## config.mk

```make
export PLATFORM = sky130hd
export DESIGN_NAME = siso_layer_scheduler_flat
export DESIGN_NICKNAME = d
export VERILOG_FILES = /design/src/rtl/siso_layer_scheduler_if.sv /design/src/rtl/siso_layer_scheduler.sv /design/src/flat_wrapper.sv
export SDC_FILE = /design/constraint.sdc
export NUM_CORES = 1
export LEC_CHECK = 0
export CAP_MARGIN = 20
export CORE_UTILIZATION = 35
export DETAILED_ROUTE_END_ITERATION = 10
export PLACE_DENSITY = 0.63
export REMOVE_ABC_BUFFERS = 1
export SYNTH_ARGS = -nofsm -noshare
export SYNTH_HDL_FRONTEND = slang
export SYNTH_SLANG_ARGS = --single-unit
export TNS_END_PERCENT = 100
```

## constraint.sdc

```tcl
create_clock -name clk -period 4.56 [get_ports clk]
set_clock_uncertainty 0.2 [all_clocks]
set_input_delay 0.912 -clock clk [delete_from_list [all_inputs] [get_ports clk]]
set_output_delay 0.912 -clock clk [all_outputs]
set_load 0.05 [all_outputs]
```

## src/rtl/siso_layer_scheduler_if.sv

```systemverilog
// Control/read-port bundle between the decoder top, the layer scheduler and the SISO row unit.
interface siso_layer_scheduler_if #(
    parameter int unsigned ADDRWIDTH = 5,
    parameter int unsigned LAYERBITS = 1,
    parameter int unsigned ITERBITS  = 4
);
    logic                 start;
    logic                 wren;
    logic                 syndrome_ok;
    logic [LAYERBITS-1:0] rdlayer;
    logic [ADDRWIDTH-1:0] rdaddress;
    logic                 rden_LLR;
    logic                 rden_E;
    logic                 busy;
    logic                 done;
    logic [ITERBITS-1:0]  iter_count;
    logic                 early_term;

    modport master (
        output start, wren, syndrome_ok,
        input  rdlayer, rdaddress, rden_LLR, rden_E, busy, done, iter_count, early_term
    );

    modport slave (
        input  start, wren, syndrome_ok,
        output rdlayer, rdaddress, rden_LLR, rden_E, busy, done, iter_count, early_term
    );
endinterface

```

## src/rtl/siso_layer_scheduler.sv

```systemverilog
// Layer/iteration read sequencer for the SISO row unit; drains write-backs between layers.
// Optional early termination on syndrome_ok is enabled by defining SISO_SCHED_EARLYTERM_EN.
module siso_layer_scheduler #(
    parameter int unsigned ADDRWIDTH = 5,
    parameter int unsigned ADDRDEPTH = 20,
    parameter int unsigned LAYERS    = 2,
    parameter int unsigned LAYERBITS = 1,
    parameter int unsigned MAXITER   = 8,
    parameter int unsigned ITERBITS  = 4
) (
    input logic                   clk,
    input logic                   rst,
    siso_layer_scheduler_if.slave bus
);
    localparam int unsigned          CNTW       = ADDRWIDTH + 1;
    localparam logic [ADDRWIDTH-1:0] ADDR_LAST  = ADDRWIDTH'(ADDRDEPTH - 1);
    localparam logic [LAYERBITS-1:0] LAYER_LAST = LAYERBITS'(LAYERS - 1);
    localparam logic [ITERBITS-1:0]  ITER_MAX   = ITERBITS'(MAXITER);

    typedef enum logic [1:0] {IDLE, ISSUE, DRAIN, FIN} state_t;

    state_t               state;
    logic [ADDRWIDTH-1:0] addr;
    logic [LAYERBITS-1:0] layer;
    logic [ITERBITS-1:0]  iter;
    logic                 et;
    logic [CNTW-1:0]      outstanding;
    logic [CNTW-1:0]      outstanding_nxt_c;
    logic [ITERBITS-1:0]  iter_inc_c;
    logic                 syn_c;

`ifdef SISO_SCHED_EARLYTERM_EN
    assign syn_c = bus.syndrome_ok;
`else
    logic syndrome_unused;
    assign syndrome_unused = bus.syndrome_ok;
    assign syn_c           = 1'b0;
`endif

    assign iter_inc_c = iter + ITERBITS'(1);

    // Rows in flight: +1 per issued read, -1 per write-back, never below zero
    always_comb begin
        outstanding_nxt_c = outstanding;
        if (bus.rden_LLR && !bus.wren) begin
            outstanding_nxt_c = outstanding + CNTW'(1);
        end else if (!bus.rden_LLR && bus.wren && (outstanding != '0)) begin
            outstanding_nxt_c = outstanding - CNTW'(1);
        end
    end

    always_ff @(posedge clk or negedge rst) begin
        if (!rst) begin
            state          <= IDLE;
            addr           <= '0;
            layer          <= '0;
            iter           <= '0;
            et             <= 1'b0;
            outstanding    <= '0;
            bus.rdlayer    <= '0;
            bus.rdaddress  <= '0;
            bus.rden_LLR   <= 1'b0;
            bus.rden_E     <= 1'b0;
            bus.busy       <= 1'b0;
            bus.done       <= 1'b0;
            bus.iter_count <= '0;
            bus.early_term <= 1'b0;
        end else begin
            outstanding <= outstanding_nxt_c;

            // Outputs present the sequencer state one cycle later
            bus.rdlayer    <= layer;
            bus.rdaddress  <= addr;
            bus.rden_LLR   <= (state == ISSUE);
            bus.rden_E     <= (state == ISSUE) && (iter != '0);
            bus.busy       <= (state == ISSUE) || (state == DRAIN);
            bus.done       <= (state == FIN);
            bus.iter_count <= iter;
            bus.early_term <= et;

            case (state)
                IDLE: begin
                    if (bus.start) begin
                        state <= ISSUE;
                        addr  <= '0;
                        layer <= '0;
                        iter  <= '0;
                        et    <= 1'b0;
                    end
                end
                ISSUE: begin
                    if (addr == ADDR_LAST) begin
                        addr  <= '0;
                        state <= DRAIN;
                    end else begin
                        addr <= addr + ADDRWIDTH'(1);
                    end
                end
                DRAIN: begin
                    // Leave as soon as the final write-back lands, so the next read follows one cycle later
                    if (outstanding_nxt_c == '0) begin
                        if (layer != LAYER_LAST) begin
                            layer <= layer + LAYERBITS'(1);
                            state <= ISSUE;
                        end else begin
                            iter <= iter_inc_c;
                            if ((iter_inc_c == ITER_MAX) || syn_c) begin
                                et    <= syn_c;
                                state <= FIN;
                            end else begin
                                layer <= '0;
                                state <= ISSUE;
                            end
                        end
                    end
                end
                FIN: begin
                    layer <= '0;
                    state <= IDLE;
                end
                default: state <= IDLE;
            endcase
        end
    end
endmodule

```

## src/flat_wrapper.sv

```systemverilog
// flat-port wrapper written by rule: the top's interface ports become plain ports
module siso_layer_scheduler_flat 
#(
    parameter int unsigned ADDRWIDTH = 5,
    parameter int unsigned ADDRDEPTH = 20,
    parameter int unsigned LAYERS    = 2,
    parameter int unsigned LAYERBITS = 1,
    parameter int unsigned MAXITER   = 8,
    parameter int unsigned ITERBITS  = 4
)
  (clk, rst, bus_start, bus_wren, bus_syndrome_ok, bus_rdlayer, bus_rdaddress, bus_rden_LLR, bus_rden_E, bus_busy, bus_done, bus_iter_count, bus_early_term);
  siso_layer_scheduler_if #(.ADDRWIDTH(ADDRWIDTH), .LAYERBITS(LAYERBITS), .ITERBITS(ITERBITS)) bus_i ();
  input logic clk;
  input logic rst;
  input wire logic [$bits(bus_i.start)-1:0] bus_start;
  input wire logic [$bits(bus_i.wren)-1:0] bus_wren;
  input wire logic [$bits(bus_i.syndrome_ok)-1:0] bus_syndrome_ok;
  output wire logic [$bits(bus_i.rdlayer)-1:0] bus_rdlayer;
  output wire logic [$bits(bus_i.rdaddress)-1:0] bus_rdaddress;
  output wire logic [$bits(bus_i.rden_LLR)-1:0] bus_rden_LLR;
  output wire logic [$bits(bus_i.rden_E)-1:0] bus_rden_E;
  output wire logic [$bits(bus_i.busy)-1:0] bus_busy;
  output wire logic [$bits(bus_i.done)-1:0] bus_done;
  output wire logic [$bits(bus_i.iter_count)-1:0] bus_iter_count;
  output wire logic [$bits(bus_i.early_term)-1:0] bus_early_term;
  assign bus_i.start = bus_start;
  assign bus_i.wren = bus_wren;
  assign bus_i.syndrome_ok = bus_syndrome_ok;
  assign bus_rdlayer = bus_i.rdlayer;
  assign bus_rdaddress = bus_i.rdaddress;
  assign bus_rden_LLR = bus_i.rden_LLR;
  assign bus_rden_E = bus_i.rden_E;
  assign bus_busy = bus_i.busy;
  assign bus_done = bus_i.done;
  assign bus_iter_count = bus_i.iter_count;
  assign bus_early_term = bus_i.early_term;
  siso_layer_scheduler #(.ADDRWIDTH(ADDRWIDTH), .ADDRDEPTH(ADDRDEPTH), .LAYERS(LAYERS), .LAYERBITS(LAYERBITS), .MAXITER(MAXITER), .ITERBITS(ITERBITS)) u_core (.clk(clk), .rst(rst), .bus(bus_i));
endmodule
```

==> flow_summary.ini, run 1 <==
[detailed_routing]
drt_wl_total_um = 3294
drt_pre_antenna_iters = 4
first_iter_violations = 119
wl_per_cell_um = 12.92
viasPerCell = 5.047
vias = 1287
drc = 0
ant_nets = 0

[finish]
fin_cells = 255
antenna_cells = 0
area_growth_pct = 18.99
fin_nets = 203
drive_gt1_share_pct = 13.83
fill_cells = 448
final_core_util_pct = 43.58

[synthesis]
ys_types = 54
synthCells = 166
synth_area_leader_cell = dfrtp_1
synth_commonest_cells = dfrtp_1 (32), inv_1 (12), ha_1 (11)
synth_top_area_share_pct = 45.68
synthSimpleGateAreaFrac_pct = 23.63
synth_compound_area_share_pct = 15.70
yosysMostFrequentCell = dfrtp_1
synthAdderAreaFrac_pct = 7.852
synth_edf_count = 0
ys_ff_latch = 32
async_flop_share_pct = 100.0
yosysWarnings = 0
ys.flop_type = dfrtp_1
ys_top_cells_by_area = dfrtp_1 (46%), ha_1 (7.9%), inv_1 (2.6%)
seq_area_frac_synth_pct = 45.68
syn_area_um2 = 1753
yosys.area_share.xor_xnor_pct = 0.4996
synth_top_family_by_area = simple AND/OR/NAND/NOR gates
synth_mux_area_share_pct = 2.570
syn_avg_cell_area_um2 = 10.56

[clocking]
htreeDepth = 2
cts_buffers = 5
cts.clk_slew.worst_paths_ps = 70
cts.sinks = 32
clock_path_buffers = 2
ctsHoldBuffers = 0
cts_root_buf = clkbuf_8
postCtsSetupBuffers = 0
cts_tree = built
clock_latency_ps = 290
cts_resized = 0

[timing]
slew_violations = 0
tightestPinTransition_ps = 529.2
final_hold_viol_count = 0
fin_crit_sh_pct = 71.87
tns_ps = 0
max_freq_ghz = 0.3051
setup_viol = 0
slew_headroom_pct = 64.35
grt_setup_unrepaired = false
layout_min_cycle_time_ps = 3277
fin_ws_ps = 1283

[pwr]
p_per_area_nw_per_um2 = 559.6
cellLeakagePower_nw = 0.9080
vdd_drop_max_mv = 0.2503
fin_total_pwr_mw = 1.167

[worst_setup_path]
cp_max_fo = 11
slowest_stage = clkdlybuf4s50_1
cp_cell_sequence = clkdlybuf4s50_1 -> nor3b_1 -> and3_2 -> a211oi_1 -> nor4_4 -> nand3_2 -> mux2_4
worstPathArrival_ps = 3250
cp-start-kind = input port
required_ps = 4530
rr_worst_depth = 8
slowest_delay_ps = 660
critPathKind = in -> reg
cp-end-kind = flop

[global_route]
grt_max_degree = 33
grt.overflow.total = 0
grt_usage_pct = 14.27
grt_first_pass_wirelength_um = 5685
first_global_vias = 1195
antenna_found_initial = 0

[place]
gp_congestion = 0.8271
hpwlAfterDp_um = 2320
dpl_worst_slack_ps = 1015
io_buffers = 17
dp_cells = 247

[floorplan]
chipHeight_um = 72.77
io_pins = 20
row_count = 25
die_area_um2 = 5295
coreArea_um2 = 4786
start_util_pct = 36.63
die_x_um = 72.77

[min_path]
min_path_type = reg -> reg
hold_path_depth = 0

[job]
cap_viol_max_count = 0

[outcome]
outcome = complete, no violations
placed cells by master (no fill, tap or decap), types with 2 or more instances in the layout:
cell type and n:
nand2b_1 2, and4_2 2, a21oi_1 7, a22o_1 2, clkdlybuf4s50_1 17, clkbuf_8 6, o21ai_0 8, nand3_1 8
nor3b_1 3, a211oi_1 3, nor3_1 3, and2_1 3, nor2b_1 4, and3_1 4, nor4_1 2, mux2i_1 3
nand2_1 9, o31ai_1 3, ha_1 11, nand3b_1 2, dfrtp_1 32, o21ai_1 2, inv_1 12, nor2_1 6
and3_2 2
worst max-delay path, delay by kind of cell:
kind                   cells  cell delay [ps]
and+or+nand+nor            4             1260
buffers and inverters      1              660
muxes                      1              330
AOI/OAI and AO/OA          1               70
worst paths after layout:
| kind | end | slack [ps] | from |
|---|---|---|---|
| worst max-delay path | u_core.iter[1] | 1280 | bus_wren |
| worst min-delay path | u_core.bus.rdaddress[1] | 230 | u_core.addr[1] |
| worst max register to register | u_core.iter[1] | 1640 | u_core.outstanding[0] |
| worst min register to register | u_core.bus.rdaddress[1] | 230 | u_core.addr[1] |
| max in group asynchronous | u_core.bus.done | 3030 | rst |
| min in group asynchronous | u_core.outstanding[0] | 820 | rst |
state kept, by name (all words and copies together), names as in the netlist:
register,count
u_core.outstanding,6
u_core.addr,5
u_core.bus.rdaddress,5
u_core.bus.iter_count,4
u_core.iter,4
u_core.state,2
u_core.bus.busy,1
u_core.bus.done,1
u_core.bus.rden_E,1
u_core.bus.rden_LLR,1
u_core.bus.rdlayer,1
u_core.layer,1
routing by layer:
metal  vias up  share of wire, %  track usage, %
met3         9               3.2           3.315
met5         -                 0               0
li1        648                 -               -
met4         0               2.1           7.190
met2        29                43           20.56
met1       601                52           20.00
layout make-up:
cell class / instances / area [µm²] / share of cell area (%)
Multi-Input combinational cell: 118 / 884.6 / 42.41
Sequential cell: 32 / 800.8 / 38.39
Timing Repair Buffer: 18 / 177.7 / 8.518
Clock buffer: 7 / 86.33 / 4.139
Tap cell: 67 / 83.83 / 4.019
Inverter: 12 / 45.04 / 2.160
Clock inverter: 1 / 7.507 / 0.3599
cell families (layout without fill, tap and decap cells):
logic type               Yosys count  count (layout)
AO/OA/AOI/OAI                     38              38
XOR/XNOR                           1               1
adder cells (fa/ha/maj)           11              11
buffers and inverters             16              38
flip-flops                        32              32
multiplexers                       4               4
other                              1               1
AND/OR/NAND/NOR                   63              63
metrics by stage:
step	instance area, µm²	hold slack [ps]
6_report	2086	233.9
3_3_place_gp	1992	223.3
3_5_place_dp	1992	222.4
4_1_cts	2086	238.2
2_1_floorplan	1730	198.5
5_1_grt	2086	262.7
power breakdown:
part	internal (mW)	switching, mW
Clock	0.123	0.105
Sequential	0.352	0.0821
Combinational	0.184	0.322
Total	0.658	0.509
Power figures use the tool's default switching activity.
==> inputs of run 2 (changes only) <==
==> constraint.sdc (replaced) <==
create_clock -name clk -period 3.1 [get_ports clk]
set_clock_uncertainty 0.2 [all_clocks]
set_input_delay 0.62 -clock clk [delete_from_list [all_inputs] [get_ports clk]]
set_output_delay 0.62 -clock clk [all_outputs]
set_load 0.05 [all_outputs]
==> run 2 against run 1 <==
Worst hold slack gained 5.9 ps; register-to-register slack worse by 1300 ps; sequential cell count did not move; count of clock-buffer cells in the layout down 1; core utilization up 1.5 points; sequential power up 47%; cell count rose by 3.1%; largest power group unchanged.
==> flow_summary.ini, run 2 (synthesis gave the netlist of run 1 again) <==
[global_route]
first_global_vias = 1251
antenna_found_initial = 0
grt_max_degree = 33
grt.overflow.total = 0
grt_first_pass_wirelength_um = 5747
grt_usage_pct = 14.54

[job]
cap_viol_max_count = 0

[clocking]
clock_latency_ps = 280
cts.sinks = 32
cts_buffers = 5
htreeDepth = 2
postCtsSetupBuffers = 0
ctsHoldBuffers = 0
cts_root_buf = clkbuf_8
cts_tree = built
cts_resized = 0
cts.clk_slew.worst_paths_ps = 70
clock_path_buffers = 2

[place]
dpl_worst_slack_ps = 93.21
dp_cells = 255
hpwlAfterDp_um = 2371
io_buffers = 17
gp_congestion = 0.8421

[detailed_routing]
ant_nets = 0
drc = 0
drt_wl_total_um = 3280
first_iter_violations = 120
viasPerCell = 4.947
wl_per_cell_um = 12.47
drt_pre_antenna_iters = 4
vias = 1301

[timing]
max_freq_ghz = 0.3564
tightestPinTransition_ps = 538.2
setup_viol = 0
slew_headroom_pct = 63.88
slew_violations = 0
fin_crit_sh_pct = 90.52
fin_ws_ps = 293.9
final_hold_viol_count = 0
grt_setup_unrepaired = false
tns_ps = 0
layout_min_cycle_time_ps = 2806

[worst_setup_path]
worstPathArrival_ps = 2800
cp_max_fo = 6
critPathKind = reg -> reg
required_ps = 3100
cp-end-kind = flop
cp-start-kind = flop

[finish]
antenna_cells = 0
fin_cells = 263
drive_gt1_share_pct = 17.35
mostFrequentLayoutCells = dfrtp_1 (32), clkdlybuf4s50_1 (17), inv_1 (12), ha_1 (11)
final_core_util_pct = 45.12
regMostFlops = u_core.outstanding
final_common_cell = dfrtp_1
largest_reg_flops = 6
fin_nets = 211
reg_top3 = u_core.outstanding: 6 flops, u_core.addr: 5 flops, u_core.bus.rdaddress: 5 flops
area_growth_pct = 23.20

[floorplan]
io_pins = 20
start_util_pct = 36.63
row_count = 25
die_area_um2 = 5295
die_x_um = 72.77
coreArea_um2 = 4786
chipHeight_um = 72.77

[pwr]
p_int_mw = 1.072
swShare_pct = 41.25
power_frac_clock_pct = 21.3
vdd_drop_max_mv = 0.4719
cellLeakagePower_nw = 0.9582
power_switching_mw = 0.7525
fin_total_pwr_mw = 1.824
seqPwrFrac_pct = 35.0
p_per_area_nw_per_um2 = 844.7
comb_power_share_pct = 43.7

[outcome]
outcome = complete, no violations

[min_path]
min_path_type = reg -> reg
## run 2: cell types whose count changed in the layout (fill, tap and decap cells not counted)
cell,change
clkinvlp_4,-1
buf_4,+8
clkinv_2,+1
clkbuf_8,-1
bufinv_16,+1
## run 2: final cells by class
| type | instances | area [µm²] |
|---|---|---|
| tap | 67 | 83.83 |
| clock inverter | 2 | 35.03 |
| inverter | 12 | 45.04 |
| multi-input combinational | 118 | 884.6 |
| clock buffer | 6 | 72.57 |
| fill | 458 | 2626 |
| timing repair buffer | 26 | 237.7 |
| sequential | 32 | 800.8 |
## run 2: stage by stage
stage | area (µm²) | hold slack, ps
6_report | 2160 | 239.7
2_1_floorplan | 1730 | 124.4
4_1_cts | 2160 | 240.2
3_3_place_gp | 2052 | 223.8
3_5_place_dp | 2052 | 224.5
5_1_grt | 2160 | 269.7
## run 2: worst paths after layout
check,endpoint,slack [ps],start,depth (start not counted)
worst max-delay path,u_core.iter[2],290,u_core.outstanding[0],9
worst min-delay path,u_core.bus.rdaddress[1],240,u_core.addr[1],0
worst max register to register,u_core.iter[2],290,u_core.outstanding[0],9
worst min register to register,u_core.bus.rdaddress[1],240,u_core.addr[1],0
max in group asynchronous,u_core.bus.rden_E,1870,rst,2
min in group asynchronous,u_core.outstanding[2],530,rst,2
## run 2: power by group through the flow
stage | registers, mW | logic, mW | clock network (mW)
final | 0.638 | 0.798 | 0.388
after global routing | 0.658 | 0.889 | 0.421
after CTS | 0.639 | 0.804 | 0.400
after detailed placement | 0.646 | 0.799 | 0
after global placement | 0.645 | 0.793 | 0
after floorplan | 0.725 | 0.455 | 0
## run 2: layer usage
layer	up-vias	global-route usage (%)	routed length, µm
met1	608	19.23	1596
li1	666	-	-
met3	6	3.453	100
met4	0	7.190	63
met5	-	0	0
met2	21	22.33	1519
## run 2: worst max-delay path: stages (launching register included)
cell and delay, ps:
dfrtp_1 440, inv_1 160, ha_1 180, or4b_4 520, or4_1 430, nand4_2 150
nor4_4 70, buf_4 170, and2_2 180, a221oi_2 220
